$ cat config.mk
export PLATFORM = sky130hd
export DESIGN_NAME = fpu_result_display_seq
export DESIGN_NICKNAME = d
export VERILOG_FILES = /design/src/rtl/fpu_result_display_seq.sv
export SDC_FILE = /design/constraint.sdc
export NUM_CORES = 1
export LEC_CHECK = 0
export CORE_UTILIZATION = 35
export DETAILED_ROUTE_END_ITERATION = 10
export HOLD_SLACK_MARGIN = 0.12
export SLEW_MARGIN = 40
export SYNTH_ARGS = -nofsm -noshare
export SYNTH_HDL_FRONTEND = slang
export SYNTH_SLANG_ARGS = --single-unit
$ cat constraint.sdc
create_clock -name clk -period 2.6 [get_ports clk]
set_clock_uncertainty 0.15 [all_clocks]
set_input_delay 0.52 -clock clk [delete_from_list [all_inputs] [get_ports clk]]
set_output_delay 0.52 -clock clk [all_outputs]
set_load 0.01 [all_outputs]
$ cat src/rtl/fpu_result_display_seq.sv
// fpu_result_display_seq: captures a 32-bit FPU result and shows it MSB byte first on char, DWELL cycles per byte.
// Optional macro DISP_REPEAT_EN: redisplay the word continuously and accept a new word at any time.
module fpu_result_display_seq #(
    parameter int DWELL   = 50000000,
    parameter int DWELL_W = 26
) (
    input  logic        clk,
    input  logic        rst,
    input  logic        in_valid,
    output logic        in_ready,
    input  logic [31:0] in_data,
    output logic [7:0]  char,
    output logic [1:0]  byte_idx,
    output logic        busy,
    output logic        done
);

    localparam logic [0:0] IDLE = 1'b0;
    localparam logic [0:0] SHOW = 1'b1;

    localparam logic [DWELL_W-1:0] LAST = DWELL_W'(DWELL - 1);

    logic [0:0]         state;
    logic [31:0]        word;
    logic [1:0]         idx;
    logic [DWELL_W-1:0] cnt;
    logic               accept;

    assign busy = (state == SHOW);

`ifdef DISP_REPEAT_EN
    assign in_ready = 1'b1;
`else
    assign in_ready = (state == IDLE);
`endif

    assign accept   = in_valid & in_ready;
    assign char     = busy ? word[{idx, 3'b000} +: 8] : 8'h00;
    assign byte_idx = idx;

    // An accept always wins over a dwell expiry in the same cycle.
    always_ff @(posedge clk) begin
        if (!rst) begin
            state <= IDLE;
            word  <= 32'h0;
            idx   <= 2'd0;
            cnt   <= '0;
            done  <= 1'b0;
        end else begin
            done <= 1'b0;
            if (accept) begin
                word  <= in_data;
                idx   <= 2'd3;
                cnt   <= '0;
                state <= SHOW;
            end else if (state == SHOW) begin
                if (cnt == LAST) begin
                    cnt <= '0;
                    if (idx != 2'd0) begin
                        idx <= idx - 2'd1;
                    end else begin
                        done <= 1'b1;
`ifdef DISP_REPEAT_EN
                        idx  <= 2'd3;
`else
                        state <= IDLE;
`endif
                    end
                end else begin
                    cnt <= cnt + 1'b1;
                end
            end
        end
    end

endmodule

### Word-level counts from Yosys, hierarchy flattened

Index checks and enable logic that the tools add are counted.

* shift-type cells: 1
* reductions and logical operators: 7
* add/subtract/negate cells: 2
* multiplexer cells: 11
* equal/unequal tests: 1
* bitwise gates (word level): 4

Operators by type and width (number)
* $shiftx A32 B6 Y8: 1
* $add A26 B1 Y26 const B: 1
* $eq A26 B26 Y1 const B: 1
* $mux W26: 1
* $mux W2: 4
* $mux W8: 1
* $reduce_bool A2 Y1: 4
* $mux W1: 5
* $reduce_or A4 Y1: 1
* $not A1 Y1: 3
* $reduce_and A3 Y1: 1
* $reduce_or A2 Y1: 1
* $sub A2 B1 Y2 const B: 1
* $and A1 B1 Y1: 1

* input port bits: 35
* output and inout port bits: 13
* register bits after elaboration: 62

### Depth between registers and ports, before layout

Gate-level depths: netlist of the first run.

* depth after elaboration: 5
* mapped depth: 7

### Worst setup path after synthesis of the first run

OpenSTA, ideal clock, no wires.

* path type: register to register
* from: register idx[1] (netlist: byte_idx[1])
* to: register idx[0] (netlist: byte_idx[0])
* arrival time: 1908 ps
* stages on the path, launching flop included: 6
* data required time: 2326 ps
* buffers on the path: 1
* path slack: 419 ps
* setup time: 124 ps
* cells stage by stage: dfxtp_1 clkbuf_1 inv_1 ha_1 or4_1 o311a_2

* longest elaborated chain between the ends: 3

Ends and longest elaborated chain
* start, declared: line 25 `logic [1:0] idx;`
* start signal, assigned: line 60 `idx <= idx - 2'd1;`
* $reduce_bool A2 Y1: line 59 `if (idx != 2'd0) begin`
* $reduce_bool A2 Y1 (no source line)
* $reduce_and A3 Y1 (no source line)

Every way passes these cells.
A chain may end at the register's enable or synchronous reset.

### Worst setup path in the final report of the first run

* from: register idx[0] (netlist: byte_idx[0])
* to: output char[0]

* longest elaborated chain between the ends: 2

Ends and longest elaborated chain
* $shiftx A32 B6 Y8: line 38 `assign char = busy ? word[{idx, 3'b000} +: 8] : 8'h00;`
* $mux W8: line 38
* end, declared: line 12 `output logic [7:0] char,`

Every way passes these cells.

==> flow_summary.json, run 1 <==
{
  "synth_area_per_cell_sq_um": 8.805,
  "rsz_0062_raised_after_global_routing": "no",
  "synthTopCellsByCount": "sky130_fd_sc_hd__nand2_1 (76), sky130_fd_sc_hd__dfxtp_1 (62), sky130_fd_sc_hd__a21oi_1 (46)",
  "core_region_area_sq_um": 7807,
  "synth.yosys.warnings": 0,
  "die_area_sq_um": 8516,
  "netlist_area_sq_um": 2853,
  "die_w_microns": 92.28,
  "timing.critical_path.slowest_cell_delay_ps": 490,
  "via_count": 2433,
  "setup.reg_to_reg.worst_slack_ps": 340,
  "worst-slew-pin-transition_ps": 485.7,
  "cp-end-kind": "primary output",
  "drv.max_cap_violation_count": 0,
  "global_route_wire_length_before_repair_mm": 11.05,
  "worstPathCellList": "buf_4 -> mux4_2 -> and2_1 -> dlygate4sd2_1",
  "place.gp.congestion": 0.7682,
  "total_setup_violations_reported_at_the_end_of_the_flow": 0,
  "floorplan.rows": 32,
  "yosys.area.top_type_share_pct": 43.51,
  "setup-tns-final_ps": 0,
  "cts_bufs_inserted": 9,
  "number_of_hold_slack_violations_in_the_final_timing_report": 0,
  "worst-endpoint-arrival_ps": 1800,
  "first_global_vias": 2270,
  "clockRootBuffer": "sky130_fd_sc_hd__clkbuf_8",
  "critical-path-top-delay-family": "multiplexers",
  "r2r_cells": 5,
  "synth_compound_area_share_pct": 13.29,
  "netlist-cell-type-count": 36,
  "slew_viol_final": 0,
  "grt_max_degree": 34,
  "grt_use_total_pct": 16.85,
  "antenna_left": 0,
  "irDropWorstVdd_mv": 0.3044,
  "synth_top_family_by_area": "simple AND/OR/NAND/NOR gates",
  "layout_worst_path_cycle_share_pct": 94.92,
  "finalHoldWorstSlack_ps": 306.8,
  "synth_top_flop_cell": "sky130_fd_sc_hd__dfxtp_1",
  "required_time_at_the_endpoint_of_the_critical_path_ps": 1930,
  "die_h_microns": 92.28,
  "post-place-ws_ps": 303.0,
  "postCtsSetupBuffers": 0,
  "status": "finished clean",
  "ff_to_ff_start": "busy",
  "async_flop_share_pct": 0,
  "p_leak_nw": 1.297,
  "drt_iter0_drc": 138,
  "post-place-cells": 464,
  "synth-simple-area-share_pct": 27.24,
  "netlist_top_cells_area": "sky130_fd_sc_hd__dfxtp_1 (44%), sky130_fd_sc_hd__nand2_1 (10%), sky130_fd_sc_hd__a21oi_1 (8.1%)",
  "synthesis.nets": 361,
  "post_synth_xor_area_fraction_pct": 3.684,
  "hold-path-cell-count": 2,
  "post-route-drc-count": 0,
  "dominant_cell_type_by_area_after_synthesis": "sky130_fd_sc_hd__dfxtp_1",
  "insertedDiodeCount": 0,
  "min-delay-path-class": "reg2reg",
  "synth_seq_area_share_pct": 43.51,
  "synth_edf_count": 0,
  "yosys.cell_count.top_type": "sky130_fd_sc_hd__nand2_1",
  "startpoint": "byte_idx[0]",
  "synth-adder-area-share_pct": 0.8772,
  "first_pass_iters": 4,
  "clock_transition_at_the_registers_of_the_reported_paths_ps": 70,
  "cts_sinks": 62,
  "worstSkewPairLatency_ps": 340,
  "start_util_pct": 36.54,
  "syn_to_final_growth_pct": 26.14,
  "clock_tree.buffer_depth": 2,
  "hold_path_end": "word[19]",
  "worstReg2RegEnd": "cnt[3]",
  "crit_type": "reg2out",
  "post_drt_wl_per_cell_microns": 13.89,
  "period_minus_slack_ps": 2468,
  "worst_setup_path_start_kind": "flip-flop",
  "pd_cells_nw_per_um2": 553.2,
  "fin_area_sq_um": 3598,
  "cts_tree": "yes",
  "critical_path_cell_with_the_highest_stage_delay": "sky130_fd_sc_hd__mux4_2",
  "drive_gt1_share_pct": 12.70,
  "post-layout-total-power_mw": 1.991,
  "detail_route.vias_per_cell": 5.069,
  "utilization_pct": 46.09,
  "htree_num_levels": 3,
  "hold_path_startpoint": "word[19]",
  "synthesis.instances": 324,
  "synth.ff_latch_count": 62,
  "layout.cells.non_filler": 480,
  "worstPathMaxFanout": 4,
  "n_fill_cell": 782,
  "timing.fmax_mhz": 405.2,
  "slew-limit-headroom_pct": 67.58,
  "cp_bufs_invs": 2,
  "num-nets-final": 410,
  "grt_overflow": 0,
  "port_buffers": 47,
  "place.detailed.hpwl_mm": 4.745,
  "ios": 48,
  "synthMuxAreaShare_pct": 6.667,
  "placed_cell_area_sq_um": 3427,
  "setup_slack_ps": 132.2,
  "grt_antenna_before_repair": 0,
  "aggregate_routed_wire_length_mm": 6.665
}
## worst max-delay path by stage
stage | end | depth (start not counted)
4_1_cts | char[0] | 4
3_3_place_gp | char[6] | 4
5_1_grt | char[0] | 4
6_report | char[0] | 4
2_1_floorplan | byte_idx[0] | 5
3_5_place_dp | char[0] | 3
## state kept, by name, indices dropped and copies added (netlist names)
register and count:
cnt 26, byte_idx 2, word 32, busy 1, done 1
## worst register-to-register path, cell delays in order (launching register included)
cell and delay (ps):
sky130_fd_sc_hd__dfxtp_1 630, sky130_fd_sc_hd__and4_1 430, sky130_fd_sc_hd__nand3_1 240, sky130_fd_sc_hd__o311ai_4 330, sky130_fd_sc_hd__buf_4 290, sky130_fd_sc_hd__nor2_1 80
## layout make-up
| class | count | area (sq um) | share of cell area (%) |
|---|---|---|---|
| multi-input cells | 235 | 1479 | 41.10 |
| repair buffers | 58 | 546.8 | 15.19 |
| inverters | 7 | 26.28 | 0.7302 |
| clock inverters | 5 | 35.03 | 0.9736 |
| well taps | 102 | 127.6 | 3.547 |
| clock buffers | 11 | 141.4 | 3.929 |
| flip-flops and latches | 62 | 1242 | 34.53 |
## layout by cell type (no fill, tap or decap), types with 2 or more instances in the layout
cell type | synthesis | routed
sky130_fd_sc_hd__o21ai_0 | 8 | 8
sky130_fd_sc_hd__mux4_2 | 8 | 8
sky130_fd_sc_hd__nand4_4 | 3 | 3
sky130_fd_sc_hd__nand4_1 | 8 | 8
sky130_fd_sc_hd__xnor2_1 | 7 | 7
sky130_fd_sc_hd__clkbuf_8 | 0 | 10
sky130_fd_sc_hd__o211ai_1 | 2 | 2
sky130_fd_sc_hd__xor2_1 | 5 | 5
sky130_fd_sc_hd__clkinv_4 | 0 | 2
sky130_fd_sc_hd__dlygate4sd2_1 | 0 | 8
sky130_fd_sc_hd__nor2_1 | 11 | 11
sky130_fd_sc_hd__inv_1 | 7 | 7
sky130_fd_sc_hd__o31ai_1 | 6 | 6
sky130_fd_sc_hd__ha_1 | 2 | 2
sky130_fd_sc_hd__nor2_2 | 2 | 2
sky130_fd_sc_hd__clkdlybuf4s50_1 | 0 | 39
sky130_fd_sc_hd__or4_1 | 8 | 8
sky130_fd_sc_hd__and4_1 | 4 | 4
sky130_fd_sc_hd__nand2_1 | 76 | 76
sky130_fd_sc_hd__nand3_1 | 7 | 7
sky130_fd_sc_hd__dfxtp_1 | 62 | 61
sky130_fd_sc_hd__buf_4 | 2 | 10
sky130_fd_sc_hd__clkinv_2 | 0 | 2
sky130_fd_sc_hd__a21oi_1 | 46 | 46
sky130_fd_sc_hd__and2_1 | 10 | 10
sky130_fd_sc_hd__o311a_2 | 2 | 2
sky130_fd_sc_hd__nor3_1 | 2 | 2
sky130_fd_sc_hd__or3_1 | 7 | 7
sky130_fd_sc_hd__nor4b_1 | 2 | 2
## cell families after synthesis
group           after synthesis
simple gates                147
compound gates               65
flops                        62
xor+xnor                     12
buf+inv                      27
fa+ha+maj                     2
mux                           9
## timing repair
| action | CTS | global route |
|---|---|---|
| hold buffers | 0 | 0 |
| resized for setup | 10 | 0 |
| setup endpoints to repair | 8 | 0 |
## routing by layer
metal	wire length (microns)	GRT usage, %
met1	3416	23.21
met2	2894	24.50
met4	89	6.250
met3	266	5.307
met5	0	0
## report_power, final
part	internal [mW]	leakage (nW)	switching, mW
combinational	0.120	0.703	0.0960
sequential	0.983	0.506	0.0265
clock	0.372	0.0893	0.393
total	1.48	1.30	0.515
Note: power is estimated with default switching activity, not from simulation.
==> run 2: changes to the inputs <==
--- a/config.mk
+++ b/config.mk
@@ -5,6 +5,8 @@
 export SDC_FILE = /design/constraint.sdc
 export NUM_CORES = 1
 export LEC_CHECK = 0
+export CORE_ASPECT_RATIO = 1.5
+export CORE_MARGIN = 4
 export CORE_UTILIZATION = 35
 export DETAILED_ROUTE_END_ITERATION = 10
 export HOLD_SLACK_MARGIN = 0.12
==> run 2 against run 1 <==
  * Worst setup slack improved by 19 ps
  * Sequential share of layout area decreased by 1.5 points
  * Cell count rose by 0.83%
  * Critical path depth stayed put
  * First-iteration DRC count rose by 11%
  * Clock power rose by 57%
  * Critical path type unchanged
  * Largest cell class unchanged
==> flow_summary.json, run 2 (synthesis results as in run 1) <==
{
  "status": "finished clean",
  "post-layout-total-power_mw": 2.430,
  "layout_worst_path_cycle_share_pct": 94.19,
  "finalHoldWorstSlack_ps": 300.5,
  "cts_sinks": 62,
  "timing.fmax_mhz": 408.4,
  "largest_reg_flops": 32,
  "slew-limit-headroom_pct": 71.84,
  "drive_gt1_share_pct": 12.66,
  "die_w_microns": 81.72,
  "worst_setup_path_start_kind": "flip-flop",
  "grt_max_degree": 34,
  "total_setup_violations_reported_at_the_end_of_the_flow": 0,
  "min-delay-path-class": "reg2reg",
  "number_of_hold_slack_violations_in_the_final_timing_report": 0,
  "worstPathMaxFanout": 11,
  "ios": 48,
  "post-place-ws_ps": 287.8,
  "floorplan.rows": 40,
  "cts_bufs_inserted": 9,
  "grt_use_total_pct": 15.60,
  "place.gp.congestion": 0.7782,
  "final_cell_mix": "sky130_fd_sc_hd__nand2_1 (76), sky130_fd_sc_hd__dfxtp_1 (62), sky130_fd_sc_hd__a21oi_1 (46), sky130_fd_sc_hd__clkdlybuf4s50_1 (39), sky130_fd_sc_hd__nor2_1 (11)",
  "clockRootBuffer": "sky130_fd_sc_hd__clkbuf_16",
  "post_drt_wl_per_cell_microns": 14.58,
  "worst-endpoint-arrival_ps": 1780,
  "start_util_pct": 35.85,
  "hold-path-cell-count": 2,
  "clock_tree.buffer_depth": 2,
  "worstSkewPairLatency_ps": 330,
  "irDropWorstVdd_mv": 0.4212,
  "detail_route.vias_per_cell": 5.149,
  "place.detailed.hpwl_mm": 5.154,
  "syn_to_final_growth_pct": 31.62,
  "r2r_cells": 3,
  "grt_antenna_before_repair": 0,
  "grt_overflow": 0,
  "registers.top_by_ff_count": "word",
  "seq_area_sq_um": 1241,
  "setup-tns-final_ps": 0,
  "drv.max_cap_violation_count": 0,
  "antenna_left": 0,
  "pd_cells_nw_per_um2": 647.1,
  "cts_tree": "yes",
  "first_pass_iters": 4,
  "clock_transition_at_the_registers_of_the_reported_paths_ps": 50,
  "global_route_wire_length_before_repair_mm": 11.67,
  "post-route-drc-count": 0,
  "multiInputGateArea_sq_um": 1479,
  "drt_iter0_drc": 153,
  "num-nets-final": 411,
  "n_fill_cell": 790,
  "worst-slew-pin-transition_ps": 421.4,
  "setup_slack_ps": 151.2,
  "core_region_area_sq_um": 7958,
  "cp-end-kind": "primary output",
  "die_area_sq_um": 9689,
  "crit_type": "reg2out",
  "first_global_vias": 2518,
  "final_common_cell": "sky130_fd_sc_hd__nand2_1",
  "port_buffers": 47,
  "period_minus_slack_ps": 2449,
  "rsz_0062_raised_after_global_routing": "no",
  "slew_viol_final": 0,
  "via_count": 2492,
  "die_h_microns": 118.6,
  "insertedDiodeCount": 0,
  "aggregate_routed_wire_length_mm": 7.057,
  "htree_num_levels": 3,
  "p_leak_nw": 1.375,
  "required_time_at_the_endpoint_of_the_critical_path_ps": 1930
}
## run 2: cell count changes in the layout (fill, tap and decap cells not counted), sizes merged
cell | before | now
buf | 11 | 12
bufinv | 0 | 1
clkinvlp | 1 | 0
clkinv | 4 | 3
clkbuf | 11 | 12
## run 2: per-stage QoR
stage	cell area [sq um]	cells	utilization, %
floorplan	2853	324	-
global placement	3463	468	43.52
detailed placement	3463	468	43.52
CTS	3755	484	47.19
global route	3755	484	47.19
finish	3755	484	47.19
## run 2: critical path, cell delays in order (launching register included)
cell and delay [ps]:
sky130_fd_sc_hd__dfxtp_1 350, sky130_fd_sc_hd__buf_12 160, sky130_fd_sc_hd__mux4_2 490, sky130_fd_sc_hd__and2_1 180, sky130_fd_sc_hd__dlygate4sd2_1 280
## run 2: worst paths after layout
check | start | to | slack, ps
setup / recovery | byte_idx[0] | char[0] | 150
setup reg to reg | busy | byte_idx[1] | 440
hold / removal | word[6] | word[6] | 300
hold reg to reg | word[6] | word[6] | 300
## run 2: timing repair
item,4_1_cts,5_1_grt
endpoints found under the setup margin,8,0
setup buffers,0,0
resized for setup,8,0
hold buffers,0,0
## run 2: where the power goes
group	switching [mW]	leakage, nW	internal [mW]
Combinational	0.102	0.717	0.124
Clock	0.409	0.152	0.788
Sequential	0.0215	0.505	0.985
Total	0.533	1.37	1.90
## run 2: final cells by class
cell class	instances	area share [%]
timing repair buffer	59	15.33
tap	105	3.499
inverter	7	0.6998
sequential	62	33.06
clock inverter	4	1.200
clock buffer	12	6.831
multi-input combinational	235	39.39
## run 2: layer usage
metal | vias up | track usage, % | wire [microns] | share of wire [%]
met5 | - | 0 | 0 | 0
met4 | 0 | 8.212 | 202 | 2.9
met2 | 66 | 26.89 | 3695 | 52
met3 | 20 | 3.125 | 282 | 4.0
met1 | 1159 | 17.51 | 2876 | 41
li1 | 1247 | - | - | -
